$ cat src/rtl/rr_arb16_pkg.sv
// Shared constants for the 16-way round-robin arbiter.
// State encodings and requester sizing.
package rr_arb16_pkg;
    localparam int N_REQ = 16;
    localparam int IDX_W = 4;

    localparam logic [0:0] ST_IDLE = 1'b0;
    localparam logic [0:0] ST_BUSY = 1'b1;
endpackage

$ cat src/rtl/rr_arb16_deco416.sv
// 4-to-16 one-hot decoder.
// Output bit x is set, all others clear.
module deco416 (
    input  logic [3:0]  x,
    output logic [15:0] o
);
    assign o = 16'h0001 << x;
endmodule

$ cat src/rtl/rr_arb16.sv
// Round-robin arbiter: 16 requesters, one shared resource.
// Registered grant index with release and optional hold timeout.
module rr_arb16
    import rr_arb16_pkg::*;
#(
    parameter int TIMEOUT = 8,
    parameter int CNT_W   = 4
) (
    input  logic              clk,
    input  logic              rst,
    input  logic              en,
    input  logic [N_REQ-1:0]  req,
    input  logic              rel,
    output logic              gnt_valid,
    output logic [IDX_W-1:0]  gnt_idx,
    output logic [N_REQ-1:0]  gnt,
    output logic              timeout
);
    localparam logic [CNT_W-1:0] TO_LAST =
        CNT_W'((TIMEOUT > 0) ? TIMEOUT - 1 : 0);

    logic [0:0]       state;
    logic [IDX_W-1:0] idx_q;
    logic [IDX_W-1:0] ptr;
    logic [CNT_W-1:0] cnt;
    logic             to_q;

    logic             scan_hit;
    logic [IDX_W-1:0] scan_idx;
    logic [IDX_W-1:0] cand;
    logic             drop;
    logic             to_hit;
    logic [N_REQ-1:0] deco_o;

    // Descending scan so the candidate closest to ptr wins.
    always_comb begin
        scan_hit = 1'b0;
        scan_idx = ptr;
        cand     = '0;
        for (int k = N_REQ - 1; k >= 0; k--) begin
            cand = ptr + IDX_W'(k);
            if (req[cand]) begin
                scan_hit = 1'b1;
                scan_idx = cand;
            end
        end
    end

    assign drop   = rel || !req[idx_q];
    assign to_hit = (TIMEOUT != 0) && (cnt == TO_LAST);

    always_ff @(posedge clk or posedge rst) begin
        if (rst) begin
            state <= ST_IDLE;
            idx_q <= '0;
            ptr   <= '0;
            cnt   <= '0;
            to_q  <= 1'b0;
        end else begin
            to_q <= 1'b0;
            case (state)
                ST_IDLE: begin
                    if (en && scan_hit) begin
                        state <= ST_BUSY;
                        idx_q <= scan_idx;
                        ptr   <= scan_idx + IDX_W'(1);
                        cnt   <= '0;
                    end
                end
                ST_BUSY: begin
                    if (drop) begin
                        state <= ST_IDLE;
                    end else if (to_hit) begin
                        state <= ST_IDLE;
                        to_q  <= 1'b1;
                    end else if (cnt != '1) begin
                        cnt <= cnt + CNT_W'(1);
                    end
                end
                default: state <= ST_IDLE;
            endcase
        end
    end

    deco416 u_deco (
        .x (idx_q),
        .o (deco_o)
    );

    assign gnt_valid = (state == ST_BUSY);
    assign gnt_idx   = idx_q;
    assign gnt       = deco_o & {N_REQ{gnt_valid}};
    assign timeout   = to_q;
endmodule

$ cat config.mk
export PLATFORM = sky130hd
export DESIGN_NAME = rr_arb16
export DESIGN_NICKNAME = d
export VERILOG_FILES = /design/src/rtl/rr_arb16_pkg.sv /design/src/rtl/rr_arb16_deco416.sv /design/src/rtl/rr_arb16.sv
export SDC_FILE = /design/constraint.sdc
export NUM_CORES = 1
export LEC_CHECK = 0
export CORE_MARGIN = 2
export CORE_UTILIZATION = 39
export DETAILED_ROUTE_END_ITERATION = 8
export REMOVE_ABC_BUFFERS = 1
export SKIP_LAST_GASP = 1
export SYNTH_ARGS = -nofsm -noshare
export SYNTH_HDL_FRONTEND = slang
export SYNTH_HIERARCHICAL = 1
export SYNTH_SLANG_ARGS = --single-unit
$ cat constraint.sdc
create_clock -name clk -period 4.8 [get_ports clk]
set_input_delay 1.44 -clock clk [delete_from_list [all_inputs] [get_ports clk]]
set_output_delay 1.44 -clock clk [all_outputs]
set_load 0.05 [all_outputs]
==> results of run 1 <==
[sequential cells by signal (all words and copies together) (netlist names)]
name,flops
gnt_idx,4
timeout,1
cnt,4
ptr,4
gnt_valid,1
[timing repair]
action / in CTS / in global routing
endpoints found under the setup margin: 0 / 2
gates resized for setup: 0 / 17
setup buffers: 0 / 1
[stage by stage]
step                      instance area, sq um  util [%]  setup TNS, ns
after floorplan                           3380         -         -0.182
after global placement                    4470      51.3         -0.254
after detailed placement                  4470      51.3         -0.255
after CTS                                 4530      51.9              0
after global routing                      4600      52.8        -0.0720
final                                     4600      52.8              0
[cell families after synthesis]
logic type	Yosys count
simple gates	127
mux	85
compound gates	81
buf+inv	39
xor+xnor	15
flops	14
fa+ha+maj	9
[metal layers]
metal	GRT usage, %	routed length, um
met2	38.8	5550
met4	7.38	339
met5	0	0
met1	31.3	4850
met3	2.27	655
[Yosys cell counts (3+ instances only)]
cell type and n:
ha_1 9, nand2b_1 6, a21o_1 4, mux4_2 32, and2_1 19, a221o_1 3, or3_1 3, and4_1 3
xor2_1 4, nor2_1 12, inv_1 14, nand2_1 18, o21a_1 3, nor2b_1 3, and4b_1 5, xnor2_1 9
dfrtp_1 14, clkinv_1 3, mux2_2 28, and4bb_2 6, o221ai_1 3, nand4_1 4, o22ai_1 4, mux2i_1 24
buf_2 7, a31oi_1 4, buf_4 4, nor4b_2 4, a2111oi_0 3, nand3_1 18, and3_1 3, nand3b_1 3
a211oi_1 5, o21ai_0 9, nor3_1 10, clkbuf_1 10, a21oi_1 20
[final timing paths]
| path | endpoint | cells past startpoint | slack, ns |
|---|---|---|---|
| max in group asynchronous | cnt[2]$_DFFE_PP0P_ | 2 | 2.90 |
| setup reg to reg | ptr[3]$_DFFE_PP0P_ | 13 | 0.53 |
| min in group asynchronous | ptr[1]$_DFFE_PP0P_ | 2 | 1.54 |
| setup / recovery | ptr[3]$_DFFE_PP0P_ | 11 | 0.02 |
| hold / removal | timeout$_DFF_PP0_ | 1 | 0.48 |
| hold reg to reg | timeout$_DFF_PP0_ | 1 | 0.48 |
[final cells by class]
cell class	count	area [sq um]
Clock buffer	4	55.1
Fill cell	807	4120
Inverter	17	63.8
Multi-Input combinational cell	317	3020
Sequential cell	14	350
Tap cell	108	135
Timing Repair Buffer	115	976
==> impl_metrics.py, run 1 <==
metrics = {
    "routing": {
        "post_drt_via_cell_ratio": 6.16,
        "wl_per_cell_um": 19.8,
        "drcViolationCount": 0,
        "finalWirelength_um": 11400,
        "first_iter_violations": 248,
        "drt-pass1-iter-count": 5,
        "drtAntennaViolNets": 0,
        "vias": 3540,
    },
    "setup_path": {
        "startpoint": "req[11]",
        "end_kind": "register",
        "cp.required_ns": 4.92,
        "crit_path_frequent_cell": "mux4_2",
        "crit_path_max_incr_delay_ns": 0.54,
        "slowest_stage": "mux4_2",
        "cp_cell_sequence": "clkdlybuf4s50_1, mux4_2, buf_4, mux4_2, nand3b_1, o22ai_1, a2111oi_1, o21ai_0, and2_1, a41o_1, or3_1",
        "rr_startpoint": "ptr[1]$_DFFE_PP0P_",
        "worstPathMaxFanout": 7,
        "worst-path-buf-inv": 2,
        "cp.arrival_ns": 4.89,
        "crit_family": "multiplexers",
        "startpoint_type": "primary input",
        "crit_type": "in2reg",
    },
    "clock_tree": {
        "cts_tree": "built",
        "cts_buffers": 3,
        "cts-root-buf": "clkbuf_8",
        "clkLatencyLatePin_ns": 0.24,
        "clock_path_buffers": 2,
        "cts_hold_buf": 0,
        "cts.clk_slew.worst_paths_ns": 0.06,
        "htree_levels": 1,
        "cts.sinks": 14,
    },
    "synth": {
        "synth_top_area_share_pct": 20.6,
        "syn-cell-area_sq_um": 3490,
        "avgSynthCellArea_sq_um": 9.43,
        "synth_area_leader_cell": "mux4_2",
        "async_flop_share_pct": 100,
        "synthMuxAreaShare_pct": 37.0,
        "ys_warn_count": 6,
        "syn_inst": 370,
        "synthSimpleGateAreaFrac_pct": 23.3,
        "synth_edf_count": 0,
        "synthAdderAreaFrac_pct": 3.23,
        "ys_types": 67,
        "synth_compound_area_share_pct": 17.2,
        "ys_ff_latch": 14,
        "ys_top_cells_by_area": "mux4_2, dfrtp_1, mux2_2",
        "ys_seq_area_share_pct": 10.0,
        "synth_top_family_by_area": "multiplexers",
        "synth_xor_area_share_pct": 4.19,
        "synth_top_flop_cell": "dfrtp_1",
    },
    "timing": {
        "slew_violations": 0,
        "finalCriticalPeriod_ns": 4.78,
        "maxSlewHeadroom_pct": 45.8,
        "finalSetupViolCount": 0,
        "whs_ns": 0.478,
        "finalHoldViolCount": 0,
        "fmax_mhz": 209,
        "clock_skew_ns": 0.00656,
        "period_share_pct": 99.5,
        "setup_ws_ns": 0.0232,
        "worst_pin_slew_ns": 0.814,
    },
    "hold_path": {
        "hp-class": "reg2reg",
        "hold_start": "cnt[3]$_DFFE_PP0P_",
    },
    "grt": {
        "grt_start_max_net_pins": 39,
        "antenna_found_initial": 0,
        "grt_pass1_wl_um": 18200,
        "grt_usage_pct": 23.1,
        "grt_pass1_vias": 3474,
        "grt_remaining_overflow": 0,
    },
    "placed_design": {
        "dp_slack_ns": -0.152,
        "hpwl_um": 9010,
        "post-place-cells": 570,
        "gp_congestion": 0.940,
        "portBuffers": 41,
    },
    "layout": {
        "num_antenna_cells": 0,
        "stdcell_count": 575,
        "area_growth_pct": 31.8,
        "drive_gt1_share_pct": 36.2,
        "layout_common_cells": "buf_4, clkdlybuf4s50_1, mux4_2",
        "fin_nets": 497,
        "final_common_cell": "buf_4",
    },
    "die": {
        "ios": 42,
        "dieArea_sq_um": 9720,
        "die_w_um": 98.6,
        "start_util_pct": 40.0,
        "core_sq_um": 8720,
        "die_y_um": 98.6,
        "rows": 34,
    },
    "run": {
        "timing.max_cap.violations": 0,
    },
    "outcome": {
        "status": "complete, no violations",
    },
}
Power of run 1 is not shown: default switching activity piles up to over one toggle a cycle in this logic, so the estimate is an artifact.
==> run 2: changes to the inputs <==
--- a/config.mk
+++ b/config.mk
@@ -5,12 +5,11 @@
 export SDC_FILE = /design/constraint.sdc
 export NUM_CORES = 1
 export LEC_CHECK = 0
-export CORE_MARGIN = 2
+export CORE_MARGIN = 1
 export CORE_UTILIZATION = 39
 export DETAILED_ROUTE_END_ITERATION = 8
 export REMOVE_ABC_BUFFERS = 1
 export SKIP_LAST_GASP = 1
 export SYNTH_ARGS = -nofsm -noshare
 export SYNTH_HDL_FRONTEND = slang
-export SYNTH_HIERARCHICAL = 1
 export SYNTH_SLANG_ARGS = --single-unit
==> run 2 against run 1 <==
Compared with the run above:
- critical path depth is 2 lower
- maximum frequency is 1.3% higher
- register-to-register slack better by 0.21 ns
- global-route usage is 2.4 points higher
- core utilization is 2.9 points higher
- die area is 14% lower
- flip-flop and latch count stayed put
- first-iteration DRC count is 22% higher
- sequential share of layout area is 0.54 points higher
- non-clock buffer count is 12 higher
- worst setup slack better by 0.061 ns
- design area is 6.6% lower
- critical endpoint unchanged
==> impl_metrics.py, run 2 <==
metrics = {
    "timing": {
        "rsz0062_at_grt": "true",
        "fmax_mhz": 212,
        "clock_skew_ns": 0.000597,
        "tns_ns": 0,
        "finalSetupViolCount": 0,
        "setup_ws_ns": 0.0846,
        "worst_pin_slew_ns": 0.626,
        "whs_ns": 0.505,
        "finalHoldViolCount": 0,
        "maxSlewHeadroom_pct": 58.0,
        "slew_violations": 0,
        "period_share_pct": 98.2,
        "finalCriticalPeriod_ns": 4.72,
    },
    "clock_tree": {
        "cts_buffers": 3,
        "clkLatencyLatePin_ns": 0.25,
        "cts_tree": "built",
        "cts.clk_slew.worst_paths_ns": 0.06,
        "cts_hold_buf": 0,
        "clock_path_buffers": 2,
        "cts-root-buf": "clkbuf_8",
        "htree_levels": 1,
        "cts.sinks": 14,
    },
    "setup_path": {
        "worstPathMaxFanout": 5,
        "r2r-end": "ptr[3]$_DFFE_PP0P_",
        "startpoint": "req[13]",
        "crit_path_frequent_cell": "mux4_2",
        "cp.required_ns": 4.93,
        "crit_type": "in2reg",
        "cp_cell_sequence": "clkdlybuf4s50_1, mux4_2, mux4_2, or3_1, or4_4, o311ai_4, nand2b_4, o31ai_1, mux2_2",
        "rr_startpoint": "ptr[1]$_DFFE_PP0P_",
        "startpoint_type": "primary input",
        "crit_family": "multiplexers",
        "reg2reg_depth": 11,
        "r2r_slack_ns": 0.74,
        "slowest_stage": "or4_4",
        "cp.arrival_ns": 4.85,
        "end_kind": "register",
        "crit_path_max_incr_delay_ns": 0.56,
        "worst-path-buf-inv": 1,
    },
    "layout": {
        "regArea_sq_um": 350,
        "layout_common_cells": "buf_4, mux4_2, clkdlybuf4s50_1",
        "fillers": 708,
        "multiInputGateArea_sq_um": 2630,
        "fin_nets": 480,
        "drive_gt1_share_pct": 34.0,
        "stdcell_area_sq_um": 4300,
        "area_growth_pct": 38.5,
        "num_antenna_cells": 0,
        "final_common_cell": "buf_4",
    },
    "placed_design": {
        "dp_slack_ns": -0.168,
        "gp_congestion": 0.954,
        "portBuffers": 41,
        "hpwl_um": 8260,
        "place_area_sq_um": 4200,
    },
    "grt": {
        "grt_pass1_wl_um": 16800,
        "met3_usage_pct": 1.51,
        "grt_remaining_overflow": 0,
        "gr-usage-met2_pct": 42.4,
        "gr-max-usage-layer": "met2",
        "grt_usage_pct": 25.5,
        "grt_pass1_vias": 3290,
        "grt_start_max_net_pins": 30,
        "antenna_found_initial": 0,
        "grtUsageMet1_pct": 34.9,
    },
    "synth": {
        "ys_top_cells_by_area": "mux4_2, dfrtp_1, mux2i_1",
        "synth_common_cells": "mux4_2, nor2_1, nand2_1",
        "ys_warn_count": 0,
        "syn-cell-area_sq_um": 3100,
        "yosysMostFrequentCell": "mux4_2",
        "synth_area_leader_cell": "mux4_2",
        "synth_top_flop_cell": "dfrtp_1",
        "synth_edf_count": 0,
        "ys_ff_latch": 14,
        "avgSynthCellArea_sq_um": 9.21,
        "synth_top_area_share_pct": 28.3,
        "ys_types": 54,
        "ys_seq_area_share_pct": 11.3,
        "async_flop_share_pct": 100,
        "syn_inst": 337,
    },
    "hold_path": {
        "hold_path_end": "timeout$_DFF_PP0_",
        "min_path_cells": 1,
        "hold_start": "cnt[3]$_DFFE_PP0P_",
        "hp-class": "reg2reg",
    },
    "routing": {
        "post_drt_via_cell_ratio": 6.05,
        "vias": 3340,
        "first_iter_violations": 302,
        "drtAntennaViolNets": 0,
        "finalWirelength_um": 10300,
        "wl_per_cell_um": 18.7,
        "drt-pass1-iter-count": 5,
        "drcViolationCount": 0,
    },
    "die": {
        "ios": 42,
        "rows": 32,
        "die_w_um": 91.2,
        "core_sq_um": 7730,
        "die_y_um": 91.2,
        "start_util_pct": 40.2,
        "dieArea_sq_um": 8320,
    },
    "outcome": {
        "status": "complete, no violations",
    },
    "run": {
        "timing.max_cap.violations": 0,
    },
}
run 2: changes by cell type after synthesis, moves of 6 or more:
cell,before,now
and4bb_2,6,0
mux4_2,32,39
nand2_1,18,31
mux2i_1,24,30
and2_1,19,1
a21oi_1,20,14
mux2_2,28,15
nand3_1,18,10
nor2_1,12,34
run 2: area by class of cell:
type,count,area share [%]
Clock buffer,4,1.28
Inverter,18,1.57
Sequential cell,14,8.15
Multi-Input combinational cell,287,61.3
Tap cell,102,2.97
Timing Repair Buffer,127,24.7
run 2: cells by family after synthesis:
| logic type | count (synthesis) | share of synthesized area, % |
|---|---|---|
| simple gates | 108 | 16.5 |
| mux | 85 | 43.8 |
| compound gates | 71 | 16.2 |
| buf+inv | 36 | 4.68 |
| xor+xnor | 14 | 3.95 |
| flops | 14 | 11.3 |
| fa+ha+maj | 9 | 3.63 |
run 2: worst max path at each step:
stage                                     to  slack [ns]  depth (start not counted)
final                     ptr[3]$_DFFE_PP0P_        0.08                          9
after global routing      ptr[3]$_DFFE_PP0P_       -0.03                         11
after CTS                 ptr[3]$_DFFE_PP0P_        0.07                          9
after detailed placement  ptr[3]$_DFFE_PP0P_       -0.17                          9
after global placement    ptr[3]$_DFFE_PP0P_       -0.13                         11
after floorplan           ptr[3]$_DFFE_PP0P_       -0.28                         10
run 2: routing by layer:
| layer | vias to the layer above | routed length [um] |
|---|---|---|
| li1 | 1547 | - |
| met1 | 1635 | 4450 |
| met2 | 138 | 4980 |
| met3 | 20 | 542 |
| met4 | 0 | 331 |
| met5 | - | 0 |
run 2: repair_timing:
| item | 4_1_cts | 5_1_grt |
|---|---|---|
| gates resized for setup | 0 | 8 |
| buffers inserted | 0 | 1 |
| setup endpoints to repair | 0 | 3 |
run 2: metrics by stage:
stage          cells  utilization (%)
2_1_floorplan    319                -
3_3_place_gp     547             54.4
3_5_place_dp     547             54.4
4_1_cts          551             55.1
5_1_grt          552             55.6
6_report         552             55.6
Power of run 2 is left out for the same reason.
